$ cat config.mk
export PLATFORM = sky130hd
export DESIGN_NAME = vga_sync_gen
export DESIGN_NICKNAME = d
export VERILOG_FILES = /design/src/rtl/vga_sync_gen.sv
export SDC_FILE = /design/constraint.sdc
export NUM_CORES = 1
export LEC_CHECK = 0
export BUFFER_PORTS_ARGS = -buffer_cell sky130_fd_sc_hd__buf_4
export CORE_UTILIZATION = 52
export DETAILED_ROUTE_END_ITERATION = 6
export PLACE_DENSITY = 0.78
export SLEW_MARGIN = 40
export SYNTH_ARGS = -nofsm -noshare
export SYNTH_HDL_FRONTEND = slang
export SYNTH_SLANG_ARGS = --single-unit
$ cat constraint.sdc
create_clock -name clk -period 2.08 [get_ports clk]
set_clock_uncertainty 0.2 [all_clocks]
set_input_delay 0.104 -clock clk [delete_from_list [all_inputs] [get_ports clk]]
set_output_delay 0.104 -clock clk [all_outputs]
set_load 0.05 [all_outputs]
$ cat src/rtl/vga_sync_gen.sv
// ---------------------------------------------------------------------------
// vga_sync_gen
//
// 640x480@60 Hz VGA timing generator. Runs on the 50 MHz system clock and
// advances one pixel on every clock edge where the 25 MHz pixel strobe
// (pix_en) is high. Produces active-low hsync/vsync, the active-video flag,
// the current pixel coordinates and a one-clk end-of-frame pulse.
//
// Ports:
//   clk        in   50 MHz system clock
//   rst_n      in   asynchronous active-low reset
//   pix_en     in   pixel strobe (level-sensitive enable, sampled at clk)
//   hsync      out  horizontal sync, active low
//   vsync      out  vertical sync, active low
//   video_on   out  high while (pixel_x, pixel_y) is in the visible area
//   pixel_x    out  current column, 0..H_TOTAL-1
//   pixel_y    out  current line,   0..V_TOTAL-1
//   frame_tick out  one-clk pulse after the pixel edge that wraps the frame
//
// Build option:
//   VGA_SYNC_OUTREG_EN  when defined, hsync/vsync/video_on/pixel_x/pixel_y
//                       come from flops loaded with the next-state decode on
//                       the same pix_en edges the counters use. Undefined:
//                       these outputs are decoded combinationally.
// ---------------------------------------------------------------------------
module vga_sync_gen #(
    parameter int H_DISPLAY = 640,
    parameter int H_FP      = 16,
    parameter int H_SYNC    = 96,
    parameter int H_BP      = 48,
    parameter int V_DISPLAY = 480,
    parameter int V_FP      = 10,
    parameter int V_SYNC    = 2,
    parameter int V_BP      = 33
) (
    input  logic       clk,
    input  logic       rst_n,
    input  logic       pix_en,
    output logic       hsync,
    output logic       vsync,
    output logic       video_on,
    output logic [9:0] pixel_x,
    output logic [9:0] pixel_y,
    output logic       frame_tick
);

    localparam int H_TOTAL = H_DISPLAY + H_FP + H_SYNC + H_BP;
    localparam int V_TOTAL = V_DISPLAY + V_FP + V_SYNC + V_BP;

    localparam logic [9:0] H_LAST     = 10'(H_TOTAL - 1);
    localparam logic [9:0] V_LAST     = 10'(V_TOTAL - 1);
    localparam logic [9:0] H_VIS      = 10'(H_DISPLAY);
    localparam logic [9:0] V_VIS      = 10'(V_DISPLAY);
    localparam logic [9:0] HS_START   = 10'(H_DISPLAY + H_FP);
    localparam logic [9:0] HS_END     = 10'(H_DISPLAY + H_FP + H_SYNC - 1);
    localparam logic [9:0] VS_START   = 10'(V_DISPLAY + V_FP);
    localparam logic [9:0] VS_END     = 10'(V_DISPLAY + V_FP + V_SYNC - 1);

    // Sync/blank decode of a counter pair: {hsync_n, vsync_n, video_on}.
    function automatic logic [2:0] sync_decode(input logic [9:0] h,
                                               input logic [9:0] v);
        logic hs_n;
        logic vs_n;
        logic von;
        hs_n = !((h >= HS_START) && (h <= HS_END));
        vs_n = !((v >= VS_START) && (v <= VS_END));
        von  = (h < H_VIS) && (v < V_VIS);
        return {hs_n, vs_n, von};
    endfunction

    logic [9:0] h_cnt_q, h_cnt_d;
    logic [9:0] v_cnt_q, v_cnt_d;
    logic       frame_tick_q, frame_tick_d;

    // Counter next-state: everything holds unless the pixel strobe is high.
    always_comb begin
        h_cnt_d      = h_cnt_q;
        v_cnt_d      = v_cnt_q;
        frame_tick_d = 1'b0;
        if (pix_en) begin
            if (h_cnt_q == H_LAST) begin
                h_cnt_d = '0;
                if (v_cnt_q == V_LAST) begin
                    v_cnt_d      = '0;
                    frame_tick_d = 1'b1;
                end else begin
                    v_cnt_d = v_cnt_q + 10'd1;
                end
            end else begin
                h_cnt_d = h_cnt_q + 10'd1;
            end
        end
    end

    always_ff @(posedge clk or negedge rst_n) begin
        if (!rst_n) begin
            h_cnt_q      <= '0;
            v_cnt_q      <= '0;
            frame_tick_q <= 1'b0;
        end else begin
            h_cnt_q      <= h_cnt_d;
            v_cnt_q      <= v_cnt_d;
            frame_tick_q <= frame_tick_d;
        end
    end

    assign frame_tick = frame_tick_q;

`ifdef VGA_SYNC_OUTREG_EN
    logic       hsync_q, hsync_d;
    logic       vsync_q, vsync_d;
    logic       video_on_q, video_on_d;
    logic [9:0] pixel_x_q, pixel_x_d;
    logic [9:0] pixel_y_q, pixel_y_d;

    // Decode the counters' next state so the output flops line up with the
    // counter flops after the same strobe edge.
    always_comb begin
        hsync_d    = hsync_q;
        vsync_d    = vsync_q;
        video_on_d = video_on_q;
        pixel_x_d  = pixel_x_q;
        pixel_y_d  = pixel_y_q;
        if (pix_en) begin
            {hsync_d, vsync_d, video_on_d} = sync_decode(h_cnt_d, v_cnt_d);
            pixel_x_d = h_cnt_d;
            pixel_y_d = v_cnt_d;
        end
    end

    // video_on resets low: the flop has not yet seen a decoded pixel.
    always_ff @(posedge clk or negedge rst_n) begin
        if (!rst_n) begin
            hsync_q    <= 1'b1;
            vsync_q    <= 1'b1;
            video_on_q <= 1'b0;
            pixel_x_q  <= '0;
            pixel_y_q  <= '0;
        end else begin
            hsync_q    <= hsync_d;
            vsync_q    <= vsync_d;
            video_on_q <= video_on_d;
            pixel_x_q  <= pixel_x_d;
            pixel_y_q  <= pixel_y_d;
        end
    end

    assign hsync    = hsync_q;
    assign vsync    = vsync_q;
    assign video_on = video_on_q;
    assign pixel_x  = pixel_x_q;
    assign pixel_y  = pixel_y_q;
`else
    assign {hsync, vsync, video_on} = sync_decode(h_cnt_q, v_cnt_q);
    assign pixel_x = h_cnt_q;
    assign pixel_y = v_cnt_q;
`endif

endmodule

==> run summary <==
CTS
----------------------------------------------------------------------------------------
# hold bufs at CTS                                                                     2
TritonCTS clock tree                                                               built
Worst-path clk slew                                                              0.12 ns
Root buffer cell                                                                clkbuf_4
CTS HTree Levels                                                                       1
Number of buffers inserted to repair setup after CTS                                   0
Quantity of gates resized following cts                                                0
Number of CTS-inserted buffers                                                         3
Total clock sinks                                                                     21
Buffer levels on the longest clock path                                                2
Clk_lat worst skew                                                               0.30 ns

PWR
----------------------------------------------------------------------------------------
Sequential fraction of design power                                                0.490
Power per unit of standard cell area                                         770 nW/um^2
Leakage Power                                                                   0.663 nW
Relative contribution of combinational cells to total power                        0.334
P_int                                                                           0.666 mW
Fraction of power spent switching nets                                             0.408
Net switching power of the design                                               0.458 mW
Clock share of power                                                               0.176
Largest vdd supply drop                                                       0.000645 V

WORST SETUP PATH
----------------------------------------------------------------------------------------
Beginning of the critical path                                              pixel_x[0]$_DFFE_PN0P_
Reg2reg setup slack                                                              0.11 ns
Origin of the critical flop-to-flop path                                    pixel_x[0]$_DFFE_PN0P_
Worst Path Required                                                              2.11 ns
Arrival time worst endpoint                                                      2.00 ns
Critical Path End                                                           pixel_y[7]$_DFFE_PN0P_
Largest fanout of any net on the critical path                                         5
Worst r2r dst                                                               pixel_y[7]$_DFFE_PN0P_
Depth of the worst register-to-register path                                           5
Critical Path Source Type                                                      flip-flop
Crit. End Element                                                              flip-flop
Class of the most critical setup path                                       flip-flop to flip-flop

GLOBAL ROUTING
----------------------------------------------------------------------------------------
Number of global-route vias before repair                                            962
Remaining global-route overflow                                                        0
Pin count of the biggest net entering global routing                                  22
Number of antenna violations at the first check in global routing                      0
First-pass GRT wire length                                                       4.39 mm
All-layer global routing usage                                                     0.236

FLOORPLANNING
----------------------------------------------------------------------------------------
Number of core rows                                                                   16
Count of pins on the block boundary                                                   27
Overall die area                                                               2400 um^2
Die H                                                                              49 um
Initial standard-cell utilization of the core                                      0.568
Core area                                                                      2020 um^2
Die boundary width                                                                 49 um

STA
----------------------------------------------------------------------------------------
Number of setup violations in the final report                                         0
Portion of the clock cycle consumed by the worst path in the final layout          0.947
Max_slew headroom                                                                  0.692
Shortest clock period the worst path allows after layout                         1.97 ns
Number of max-slew violations in the final report                                      0
Worst-Margin Slew                                                               0.457 ns
Unrepaired setup endpoints after global routing                                       no
Setup TNS                                                                           0 ns
Final worst-path setup slack                                                    0.110 ns
Final hold violations                                                                  0
Max Freq                                                                         508 MHz

ROUTING
----------------------------------------------------------------------------------------
Post-detailed-route wirelength per cell                                          14.1 um
Count of vias placed by the detailed router                                          970
Wire length reported by the detailed router                                      2.46 mm
DRT iter0 DRCs                                                                        33
Post-route DRC                                                                         0
Post-route ant nets                                                                    0
Mean number of vias per cell                                                        5.57
Number of iterations in the first detailed-routing pass                                4

SYNTHESIS
----------------------------------------------------------------------------------------
Number of synthesis warnings                                                           0
Post-synthesis sequential element count                                               21
Cell area after synthesis                                                      1150 um^2
Most numerous cell types in the synthesized netlist                         dfrtp_1, nand3_1, nor2_1
Largest area contributor in the netlist                                          dfrtp_1
Synth async-reset ratio                                                             1.00
Count of flip-flops with a built-in enable after synthesis                             0
Top-area cell type share of the netlist area                                       0.458
Average size of a mapped cell                                                  9.90 um^2
Sequential-to-total area share from yosys stat                                     0.458
Synth unique cells                                                                    31
Nets in the synthesized netlist                                                      124
Post-synthesis instance total                                                        116
Area contributors post-synth                                                dfrtp_1, ha_1, xnor2_1, nand3_1, nand4_1
Most frequent cell after synthesis                                               dfrtp_1
Most instantiated flip-flop cell in the synthesis netlist                        dfrtp_1

CELLS AND AREA
----------------------------------------------------------------------------------------
Fill cell instance count of the final layout                                         167
Area overhead of the layout relative to synthesis                                  27.1%
Ratio of cells with drive above 1 in the final layout                              0.340
Final core utilization                                                             0.722
Layout net count                                                                     156
Final standard cell count with taps included and fillers excluded                    174
Number of antenna cells inserted                                                       0

RUN
----------------------------------------------------------------------------------------
Max-cap violations                                                                     0

PLACEMENT
----------------------------------------------------------------------------------------
Pre-CTS WS                                                                      0.131 ns
Port-buffer cells                                                                     26
Post-Place Cells                                                                     168
GP Congestion                                                                      0.864
Dpl hpwl                                                                         1.83 mm

WORST HOLD PATH
----------------------------------------------------------------------------------------
Path class of the lowest-slack min-delay path                               input port to async pin

STATUS
----------------------------------------------------------------------------------------
Status                                                                         completed

-- worst max-delay path: stages, from the launching register on --
cell     delay [ns]
dfrtp_2        0.44
ha_4           0.15
nand2_2        0.08
or4_4          0.57
nor4_2         0.29
xor2_1         0.17
-- sequential cells by signal, indices dropped and copies added (netlist names) --
name	count
frame_tick	1
pixel_y	10
pixel_x	10
-- worst min path at each step --
| stage | from | endpoint | slack, ns | depth (start not counted) |
|---|---|---|---|---|
| floorplan | rst_n | frame_tick$_DFF_PN0_ | -0.39 | 0 |
| global placement | rst_n | pixel_x[8]$_DFFE_PN0P_ | -0.20 | 1 |
| detailed placement | rst_n | pixel_x[8]$_DFFE_PN0P_ | -0.20 | 1 |
| CTS | rst_n | pixel_y[8]$_DFFE_PN0P_ | 0.01 | 2 |
| global route | rst_n | pixel_x[8]$_DFFE_PN0P_ | 0.03 | 2 |
| finish | rst_n | pixel_x[7]$_DFFE_PN0P_ | 0.005 | 2 |
-- logic make-up (layout without fill, tap and decap cells) --
logic type | after synthesis | after routing | synth area share
buffers and inverters | 9 | 40 | 0.0370
flip-flops | 21 | 21 | 0.458
AND/OR/NAND/NOR | 56 | 56 | 0.290
XOR/XNOR | 11 | 11 | 0.0839
adder cells (fa/ha/maj) | 5 | 5 | 0.0545
multiplexers | 2 | 2 | 0.0174
AO/OA/AOI/OAI | 12 | 12 | 0.0599
-- per-layer routing --
layer,track usage,wire (um)
met1,0.331,1140
met2,0.377,1170
met3,0.0405,106
met4,0.0637,47
met5,0,0
-- power by group through the flow --
| stage | Clock [mW] | Sequential [mW] | Combinational, mW |
|---|---|---|---|
| global placement | 0 | 0.553 | 0.374 |
| floorplan | 0 | 0.709 | 0.101 |
| detailed placement | 0 | 0.556 | 0.375 |
| global route | 0.214 | 0.564 | 0.403 |
| finish | 0.198 | 0.550 | 0.376 |
| CTS | 0.199 | 0.550 | 0.379 |
-- area by class of cell --
| cell class | count | area (um^2) | share of cell area |
|---|---|---|---|
| clock buffer | 4 | 26.3 | 0.0180 |
| inverter | 6 | 22.5 | 0.0154 |
| multi-input combinational | 86 | 611 | 0.418 |
| sequential | 21 | 537 | 0.368 |
| tap | 27 | 33.8 | 0.0231 |
| timing repair buffer | 30 | 230 | 0.158 |
-- stage by stage --
stage	power (mW)	cell area, um^2	hold WS [ns]
after floorplan	0.810	1190	-0.392
after global placement	0.927	1410	-0.200
after detailed placement	0.931	1410	-0.198
after CTS	1.13	1460	0.0136
after global routing	1.18	1460	0.0281
final	1.12	1460	0.00492
-- placed cells by master, fill, tap and decap left out, drive strengths merged, types with 2 or more instances in the layout --
cell type,count
a21oi,3
and3,3
buf,28
clkbuf,4
dfrtp,21
dlygate4sd3,2
ha,5
inv,6
mux2i,2
nand2,8
nand3,13
nand4,7
nor2,10
nor3,3
nor4,5
o21ai,5
xnor2,7
xor2,4
Power figures use the tool's default switching activity.
